## config.mk

```make
export PLATFORM = sky130hd
export DESIGN_NAME = pixel_output_fifo_flat
export DESIGN_NICKNAME = d
export VERILOG_FILES = /design/src/rtl/gpu_pipe_pkg.sv /design/src/rtl/pixel_output_fifo_if.sv /design/src/rtl/pixel_fifo_mem.sv /design/src/rtl/pixel_output_fifo.sv /design/src/flat_wrapper.sv
export SDC_FILE = /design/constraint.sdc
export NUM_CORES = 1
export LEC_CHECK = 0
export CAP_MARGIN = 0
export CORE_UTILIZATION = 64
export CTS_CLUSTER_SIZE = 10
export DETAILED_ROUTE_END_ITERATION = 6
export PLACE_DENSITY_LB_ADDON = 0.12
export SKIP_CTS_REPAIR_TIMING = 1
export SLEW_MARGIN = 20
export SYNTH_ARGS = -nofsm -noshare
export SYNTH_HDL_FRONTEND = slang
export SYNTH_SLANG_ARGS = --single-unit
```

## constraint.sdc

```tcl
create_clock -name clk_pipe -period 11.2 [get_ports clk_pipe]
set_clock_uncertainty 0.1 [all_clocks]
set_input_delay 1.68 -clock clk_pipe [delete_from_list [all_inputs] [get_ports clk_pipe]]
set_output_delay 1.68 -clock clk_pipe [all_outputs]
set_load 0.01 [all_outputs]
```

## src/rtl/gpu_pipe_pkg.sv

```systemverilog
// Types and constants shared by the GPU pixel pipeline blocks.
package gpu_pipe_pkg;

    localparam int unsigned RGB_W   = 24;
    localparam int unsigned COORD_W = 11;

    typedef logic [RGB_W-1:0]   rgb888_t;
    typedef logic [COORD_W-1:0] screen_coord_t;

    localparam rgb888_t PIXEL_TRANSPARENT_BLACK = 24'h000000;

endpackage

```

## src/rtl/pixel_output_fifo_if.sv

```systemverilog
// Palette-stage push side and HDMI pop side of the pixel output FIFO.
interface pixel_output_fifo_if
    import gpu_pipe_pkg::*;
#(
    parameter int unsigned DEPTH  = 16,
    parameter int unsigned ADDR_W = $clog2(DEPTH)
);

    logic            inValid;
    logic            pixelFound;
    rgb888_t         pipeReadData;
    screen_coord_t   xPosition;
    screen_coord_t   yPosition;
    logic            pixelReq;
    rgb888_t         outData;
    logic            outValid;
    logic            pipeStall;
    logic            fifoEmpty;
    logic            fifoFull;
    logic [ADDR_W:0] count;
    logic            overflow;
    logic            underflow;

    modport master (
        output inValid, pixelFound, pipeReadData, xPosition, yPosition, pixelReq,
        input  outData, outValid, pipeStall, fifoEmpty, fifoFull, count, overflow, underflow
    );

    modport slave (
        input  inValid, pixelFound, pipeReadData, xPosition, yPosition, pixelReq,
        output outData, outValid, pipeStall, fifoEmpty, fifoFull, count, overflow, underflow
    );

endinterface

```

## src/rtl/pixel_fifo_mem.sv

```systemverilog
// DEPTH x 24 pixel storage: synchronous write, asynchronous read.
module pixel_fifo_mem
    import gpu_pipe_pkg::*;
#(
    parameter int unsigned DEPTH  = 16,
    parameter int unsigned ADDR_W = $clog2(DEPTH)
) (
    input  logic              clk,
    input  logic              we,
    input  logic [ADDR_W-1:0] waddr,
    input  rgb888_t           wdata,
    input  logic [ADDR_W-1:0] raddr,
    output rgb888_t           rdata
);

    rgb888_t mem [DEPTH];

    always_ff @(posedge clk) begin
        if (we) mem[waddr] <= wdata;
    end

    assign rdata = mem[raddr];

endmodule

```

## src/rtl/pixel_output_fifo.sv

```systemverilog
// Pixel output FIFO: drops transparent and repeated-coordinate results,
// buffers the first opaque layer per position, pops one pixel per request.
module pixel_output_fifo
    import gpu_pipe_pkg::*;
#(
    parameter int unsigned DEPTH  = 16,
    parameter int unsigned ADDR_W = $clog2(DEPTH)
) (
    input  logic clk_pipe,
    input  logic rst,
    pixel_output_fifo_if.slave bus
);

    localparam int unsigned CNT_W = ADDR_W + 1;

    logic [ADDR_W-1:0] wr_ptr;
    logic [ADDR_W-1:0] rd_ptr;
    logic [CNT_W-1:0]  count_q;
    logic [CNT_W-1:0]  count_next;
    logic              last_valid;
    screen_coord_t     last_x;
    screen_coord_t     last_y;
    rgb888_t           out_data;
    logic              out_valid;
    logic              pipe_stall;
    logic              overflow_q;
    logic              underflow_q;
    rgb888_t           rd_data;

    logic repeat_hit;
    logic qual_push;
    logic pop_ok;
    logic push_ok;
    logic is_empty;
    logic is_full;

    assign is_empty = (count_q == '0);
    assign is_full  = (count_q == CNT_W'(DEPTH));

    // Push/pop qualification; a pop frees a slot so a full FIFO can still accept.
    always_comb begin
        repeat_hit = last_valid && (bus.xPosition == last_x) && (bus.yPosition == last_y);
        qual_push  = bus.inValid && bus.pixelFound && !repeat_hit;
        pop_ok     = bus.pixelReq && !is_empty;
        push_ok    = qual_push && (!is_full || pop_ok);
        count_next = count_q + CNT_W'(push_ok) - CNT_W'(pop_ok);
    end

    pixel_fifo_mem #(
        .DEPTH  (DEPTH),
        .ADDR_W (ADDR_W)
    ) u_mem (
        .clk   (clk_pipe),
        .we    (push_ok),
        .waddr (wr_ptr),
        .wdata (bus.pipeReadData),
        .raddr (rd_ptr),
        .rdata (rd_data)
    );

    always_ff @(posedge clk_pipe or negedge rst) begin
        if (!rst) begin
            wr_ptr      <= '0;
            rd_ptr      <= '0;
            count_q     <= '0;
            last_valid  <= 1'b0;
            last_x      <= '0;
            last_y      <= '0;
            out_data    <= PIXEL_TRANSPARENT_BLACK;
            out_valid   <= 1'b0;
            pipe_stall  <= 1'b0;
            overflow_q  <= 1'b0;
            underflow_q <= 1'b0;
        end else begin
            count_q    <= count_next;
            pipe_stall <= (count_next >= CNT_W'(DEPTH - 2));
            if (qual_push) begin
                last_valid <= 1'b1;
                last_x     <= bus.xPosition;
                last_y     <= bus.yPosition;
                if (!push_ok) overflow_q <= 1'b1;
            end
            if (push_ok) wr_ptr <= wr_ptr + ADDR_W'(1);
            if (bus.pixelReq) begin
                out_valid <= pop_ok;
                out_data  <= pop_ok ? rd_data : PIXEL_TRANSPARENT_BLACK;
                if (pop_ok) rd_ptr <= rd_ptr + ADDR_W'(1);
                else        underflow_q <= 1'b1;
            end
        end
    end

    assign bus.outData   = out_data;
    assign bus.outValid  = out_valid;
    assign bus.pipeStall = pipe_stall;
    assign bus.fifoEmpty = is_empty;
    assign bus.fifoFull  = is_full;
    assign bus.count     = count_q;
    assign bus.overflow  = overflow_q;
    assign bus.underflow = underflow_q;

endmodule

```

## src/flat_wrapper.sv

```systemverilog
// flat-port wrapper written by rule: the top's interface ports become plain ports
module pixel_output_fifo_flat import gpu_pipe_pkg::*;
#(
    parameter int unsigned DEPTH  = 16,
    parameter int unsigned ADDR_W = $clog2(DEPTH)
)
  (clk_pipe, rst, bus_inValid, bus_pixelFound, bus_pipeReadData, bus_xPosition, bus_yPosition, bus_pixelReq, bus_outData, bus_outValid, bus_pipeStall, bus_fifoEmpty, bus_fifoFull, bus_count, bus_overflow, bus_underflow);
  pixel_output_fifo_if #(.DEPTH(DEPTH), .ADDR_W(ADDR_W)) bus_i ();
  input  logic clk_pipe;
  input  logic rst;
  input wire logic [$bits(bus_i.inValid)-1:0] bus_inValid;
  input wire logic [$bits(bus_i.pixelFound)-1:0] bus_pixelFound;
  input wire logic [$bits(bus_i.pipeReadData)-1:0] bus_pipeReadData;
  input wire logic [$bits(bus_i.xPosition)-1:0] bus_xPosition;
  input wire logic [$bits(bus_i.yPosition)-1:0] bus_yPosition;
  input wire logic [$bits(bus_i.pixelReq)-1:0] bus_pixelReq;
  output wire logic [$bits(bus_i.outData)-1:0] bus_outData;
  output wire logic [$bits(bus_i.outValid)-1:0] bus_outValid;
  output wire logic [$bits(bus_i.pipeStall)-1:0] bus_pipeStall;
  output wire logic [$bits(bus_i.fifoEmpty)-1:0] bus_fifoEmpty;
  output wire logic [$bits(bus_i.fifoFull)-1:0] bus_fifoFull;
  output wire logic [$bits(bus_i.count)-1:0] bus_count;
  output wire logic [$bits(bus_i.overflow)-1:0] bus_overflow;
  output wire logic [$bits(bus_i.underflow)-1:0] bus_underflow;
  assign bus_i.inValid = bus_inValid;
  assign bus_i.pixelFound = bus_pixelFound;
  assign bus_i.pipeReadData = bus_pipeReadData;
  assign bus_i.xPosition = bus_xPosition;
  assign bus_i.yPosition = bus_yPosition;
  assign bus_i.pixelReq = bus_pixelReq;
  assign bus_outData = bus_i.outData;
  assign bus_outValid = bus_i.outValid;
  assign bus_pipeStall = bus_i.pipeStall;
  assign bus_fifoEmpty = bus_i.fifoEmpty;
  assign bus_fifoFull = bus_i.fifoFull;
  assign bus_count = bus_i.count;
  assign bus_overflow = bus_i.overflow;
  assign bus_underflow = bus_i.underflow;
  pixel_output_fifo #(.DEPTH(DEPTH), .ADDR_W(ADDR_W)) u_core (.clk_pipe(clk_pipe), .rst(rst), .bus(bus_i));
endmodule
```

# Word-level counts from Yosys, hierarchy flattened
# Memory sizes are Yosys's and may differ from the RTL's.
# Index checks and enable logic that the tools add are counted.
# W data, S select, Z words.
[totals]
in_bits = 51
wordCells = 39
reg_bits = 64
out_inout_bits = 35
ramBits = 384
memories = 1
[op_classes]
mux = 3
bitwise = 2
n_lt_le_gt_ge = 1
n_eq_ne = 3
addsub = 4
n_reduce_logical = 14
[mem_list]
columns = ["name", "depth", "width", "rd", "rd_ports_with_merged_regs", "wr", "line_no", "rtl"]
rows = [
  ["u_core.u_mem.mem", 16, 24, 1, 0, 1, "pixel_fifo_mem.sv:16", "rgb888_t mem [DEPTH];"],
]
[ops]
columns = ["op", "n"]
rows = [
  ["$mux W24", 1],
  ["$eq A11 B11 Y1", 2],
  ["$add A4 B1 Y4 const B", 2],
  ["$logic_and A1 B1 Y1", 6],
  ["$reduce_and A2 Y1", 3],
  ["$add A5 B1 Y5", 1],
  ["$eq A5 B5 Y1 const B", 1],
  ["$ge A5 B4 Y1 const B", 1],
  ["$logic_not A5 Y1", 1],
  ["$sub A5 B1 Y5", 1],
  ["$logic_not A1 Y1", 3],
  ["$mux W1", 2],
  ["$not A1 Y1", 2],
  ["$logic_or A1 B1 Y1", 1],
]

# Depth between registers and ports, before layout
[depth]
word_depth = 9
depth_mapped = 13
mapped_depth_nobuf = 12

# Hierarchy
# Synthesis repeated with hierarchy kept, for this count alone.
[unflattened]
hier_cells = 863
area_unflattened_um2 = 17347.9
[modules_own_cells]
columns = ["mod", "seq_area_each_um2", "n_inst", "cells_each", "area_each_um2"]
rows = [
  ["pixel_fifo_mem", 11531.1, 1, 612, 14450.1],
  ["pixel_output_fifo", 1601.5, 1, 251, 2897.8],
]

# Worst setup path before layout
# Ideal clock, no wire load.
[synth_path]
path_type = "input to register"
from = "in bus_xPosition[10]"
to = "mem u_core.u_mem.mem[5][0] (netlist name), enable pin"
required_ps = 10625
slack_ps = 5601
setup_time_ps = 475
path_stages = 6
t_arrival_ps = 5024
path_buffers = 1
cell_sequence = "xnor2_1 > nand4_1 > nor4_4 > a21o_1 > buf_2 > nor4b_1"
[synth_via]
elab_chain_cells = 8
[synth_rtl]
columns = ["item", "line_no", "rtl"]
rows = [
  ["start, declared", "flat_wrapper.sv:14", "input wire logic [$bits(bus_i.xPosition)-1:0] bus_xPosition;"],
  ["$eq A11 B11 Y1", "pixel_output_fifo.sv:42", "repeat_hit = last_valid && (bus.xPosition == last_x) && (bus.yPosition == last_y);"],
  ["$logic_and A1 B1 Y1 (2 in a row)", "pixel_output_fifo.sv:42", ""],
  ["$logic_not A1 Y1", "pixel_output_fifo.sv:43", "qual_push = bus.inValid && bus.pixelFound && !repeat_hit;"],
  ["$logic_and A1 B1 Y1", "pixel_output_fifo.sv:43", ""],
  ["$logic_and A1 B1 Y1", "pixel_output_fifo.sv:45", "push_ok = qual_push && (!is_full || pop_ok);"],
  ["$mux W1", "pixel_fifo_mem.sv:19", "if (we) mem[waddr] <= wdata;"],
  ["$mux W1 (implied by the code)", "pixel_fifo_mem.sv:19", ""],
  ["end, declared", "pixel_fifo_mem.sv:16", ""],
]
# Every way passes these cells.

# Final worst setup path
[layout_path]
from = "in bus_xPosition[6]"
to = "reg u_core.pipe_stall, in the netlist u_core.bus.pipeStall"
[layout_via]
elab_chain_cells = 9
[layout_rtl]
columns = ["item", "line_no", "rtl"]
rows = [
  ["$eq A11 B11 Y1", "pixel_output_fifo.sv:42", ""],
  ["$logic_and A1 B1 Y1 (2 in a row)", "pixel_output_fifo.sv:42", ""],
  ["$logic_not A1 Y1", "pixel_output_fifo.sv:43", ""],
  ["$logic_and A1 B1 Y1", "pixel_output_fifo.sv:43", ""],
  ["$logic_and A1 B1 Y1", "pixel_output_fifo.sv:45", ""],
  ["net u_core.push_ok", "pixel_output_fifo.sv:33", "logic push_ok;"],
  ["$add A5 B1 Y5", "pixel_output_fifo.sv:46", "count_next = count_q + CNT_W'(push_ok) - CNT_W'(pop_ok);"],
  ["$sub A5 B1 Y5", "pixel_output_fifo.sv:46", ""],
  ["net u_core.count_next[4]", "pixel_output_fifo.sv:19", "logic [CNT_W-1:0] count_next;"],
  ["$ge A5 B4 Y1", "pixel_output_fifo.sv:76", "pipe_stall <= (count_next >= CNT_W'(DEPTH - 2));"],
  ["end signal, assigned", "pixel_output_fifo.sv:76", ""],
  ["end, declared", "pixel_output_fifo.sv:25", "logic pipe_stall;"],
]
# The timed path passes the listed nets, and every way through them passes these cells.
# A chain may end at the register's enable or synchronous reset.

==> results.sh <==
export IMPL_status="complete, no violations"
export IMPL_start_kind="input port"
export IMPL_final_layout_size_suffix_gt1_share_pct=23.42
export IMPL_top_layer="met4"
export IMPL_ir_drop_mv=0.1835
export IMPL_overflow=0
export IMPL_clk_path_buf_depth=3
export IMPL_nFillCells=1429
export IMPL_crit_path_end_kind="flip-flop"
export IMPL_antenna_found_initial=0
export IMPL_via_count=8720
export IMPL_core_sq_mm=0.02695
export IMPL_dr_wl_met3_um=2830
export IMPL_cp_required_ns=11.53
export IMPL_relSlewSlack_pct=30.79
export IMPL_setup_tns_ns=0
export IMPL_synth_distinct_cells=42
export IMPL_yosys_top_cells_area="edfxtp_1 (66%), mux4_2 (12%), dfrtp_1 (9.1%)"
export IMPL_dr_wl_met2_um=18750
export IMPL_hpwl_um=18750
export IMPL_hold_violations=0
export IMPL_die_y_um=167.8
export IMPL_syn_num_nets=885
export IMPL_wl_per_cell_um=27.97
export IMPL_fin_ws_ns=6.762
export IMPL_ctsRootBufferMaster="clkbuf_16"
export IMPL_ant_nets=0
export IMPL_drt_iter0_markers=887
export IMPL_grt_pass1_vias=9055
export IMPL_async_flop_share_pct=14.29
export IMPL_die_x_um=167.8
export IMPL_p_leak_nw=6.879
export IMPL_yosysTopAreaCell="edfxtp_1"
export IMPL_start_util_pct=65.27
export IMPL_p_per_area_mw_per_mm2=236.5
export IMPL_stdcell_area_sq_mm=0.02045
export IMPL_wirelength_um=37000
export IMPL_setup_violations=0
export IMPL_p_total_mw=4.837
export IMPL_syn_area_sq_mm=0.01759
export IMPL_rsz0062_at_grt="false"
export IMPL_cts_tree="done"
export IMPL_clk_latency_ns=0.55
export IMPL_place_congestion=0.7458
export IMPL_period_share_pct=39.63
export IMPL_syn_area_per_cell_sq_um=21.40
export IMPL_avgViaCountPerCell=6.591
export IMPL_htree_levels=2
export IMPL_place_ws_ns=5.937
export IMPL_yosysTopAreaCellShare_pct=65.55
export IMPL_crit_fanout=7
export IMPL_ys_flop_type="edfxtp_1"
export IMPL_track_usage_pct=27.25
export IMPL_placed_cell_area_sq_mm=0.01898
export IMPL_worstMarginPinSlew_ns=1.036
export IMPL_clk_pin_slew_ns=0.06
export IMPL_netlist_instances=822
export IMPL_criticalPathCategory="in2reg"
export IMPL_final_nets=1009
export IMPL_worstPathArrival_ns=4.76
export IMPL_cts_buffers=51
export IMPL_area_growth_pct=16.26
export IMPL_final_period_minus_worst_setup_slack_ns=4.438
export IMPL_maxCapViolations=0
export IMPL_ys_seq_elements=448
export IMPL_ys_seq_area_share_pct=74.65
export IMPL_io_buffers=85
export IMPL_clock_sinks=448
export IMPL_rows=60
export IMPL_grt_pass1_wl_um=55230
export IMPL_drc=0
export IMPL_first_pass_iters=4
export IMPL_io_pins=86
export IMPL_grt_start_max_net_pins=65
export IMPL_die_area_sq_mm=0.02815
export IMPL_wl_met1_um=14450
export IMPL_fmax_ghz=0.2253
export IMPL_hp_class="reg2reg"
export IMPL_yosysWarnings=0
export IMPL_antenna_cells=0
export IMPL_synth_edf_count=384
export IMPL_final_max_slew_violation_count=0
-- layer usage --
layer / track usage [%] / vias up
met2: 44.66 / 429
li1: - / 3627
met1: 38.25 / 4578
met3: 4.466 / 86
met5: 0 / -
met4: 8.935 / 0
-- worst max-delay path, stage by stage --
cell and delay (ns):
clkdlybuf4s50_1 0.51, xnor2_1 0.14, nand4_1 0.18, nor4_4 0.57, a211oi_1 0.24, ha_1 0.29
fa_1 0.44, a21oi_1 0.21, o21bai_1 0.11, xnor2_1 0.16, a31o_2 0.22
-- flip-flops by register name, indices dropped and copies added, names as in the netlist --
register	flops
u_core.bus.count	5
u_core.bus.outData	24
u_core.bus.outValid	1
u_core.bus.overflow	1
u_core.bus.pipeStall	1
u_core.bus.underflow	1
u_core.last_valid	1
u_core.last_x	11
u_core.last_y	11
u_core.rd_ptr	4
u_core.u_mem.mem	384
u_core.wr_ptr	4
-- where the power goes --
part | leakage [nW] | internal, mW | switching (mW)
sequential | 4.21 | 1.98 | 0.151
clock | 0.686 | 0.852 | 0.596
combinational | 1.98 | 0.668 | 0.592
total | 6.88 | 3.50 | 1.34
-- stage by stage --
stage / utilization [%] / hold WS (ns) / std cells
6_report: 75.89 / 0.3602 / 1323
5_1_grt: 75.89 / 0.3840 / 1323
4_1_cts: 75.77 / 0.3607 / 1322
3_5_place_dp: 70.43 / 0.3483 / 1233
3_3_place_gp: 70.43 / 0.3531 / 1233
2_1_floorplan: - / 0.3346 / 822
-- area by class of cell --
cell class | instances | area, sq um | area share [%]
multi-input combinational | 323 | 4335 | 21.20
clock inverter | 2 | 17.52 | 0.08565
timing repair buffer | 113 | 1076 | 5.261
inverter | 9 | 33.78 | 0.1652
tap | 341 | 426.7 | 2.086
clock buffer | 87 | 1421 | 6.950
sequential | 448 | 13140 | 64.25
-- logic make-up (layout without fill, tap and decap cells) --
group / after synthesis / in the layout / synth area share [%]
flip-flops: 448 / 448 / 74.65
multiplexers: 168 / 168 / 16.96
AND/OR/NAND/NOR: 73 / 73 / 2.774
buffers and inverters: 51 / 211 / 1.330
AO/OA/AOI/OAI: 40 / 40 / 1.892
XOR/XNOR: 30 / 30 / 1.494
adder cells (fa/ha/maj): 12 / 12 / 0.8962
-- placed cells by master (no fill, tap or decap), drive strengths merged, types with 11 or more instances in the layout --
cell type,instances
clkdlybuf4s50,84
mux4,96
buf,29
ha,11
mux2,24
o221ai,24
xnor2,24
dfrtp,64
nand2b,30
edfxtp,384
clkbuf,87
mux2i,48
-- cell usage after synthesis, types with 3 or more instances --
cell type and n:
a21o_1 3, buf_2 16, clkbuf_1 20, dfrtp_1 64, edfxtp_1 384, ha_1 11, inv_1 9, mux2_2 5
mux2_4 19, mux2i_1 48, mux4_2 96, nand2_1 10, nand2b_1 30, nand4_1 5, nor3_1 4, nor4_1 4
nor4b_1 9, o221ai_1 24, xnor2_1 24, xor2_1 6
-- path summary, 6_finish.rpt --
kind | slack [ns] | cells after the start | startpoint | endpoint
setup / recovery | 6.76 | 11 | bus_xPosition[6] | u_core.bus.pipeStall
hold / removal | 0.36 | 1 | u_core.bus.overflow | u_core.bus.overflow
setup reg to reg | 7.84 | 11 | u_core.bus.count[3] | u_core.bus.pipeStall
hold reg to reg | 0.36 | 1 | u_core.bus.overflow | u_core.bus.overflow
max in group asynchronous | 9.00 | 2 | rst | u_core.rd_ptr[2]
min in group asynchronous | 1.27 | 2 | rst | u_core.last_y[0]
Note: power is estimated with default switching activity, not from simulation.
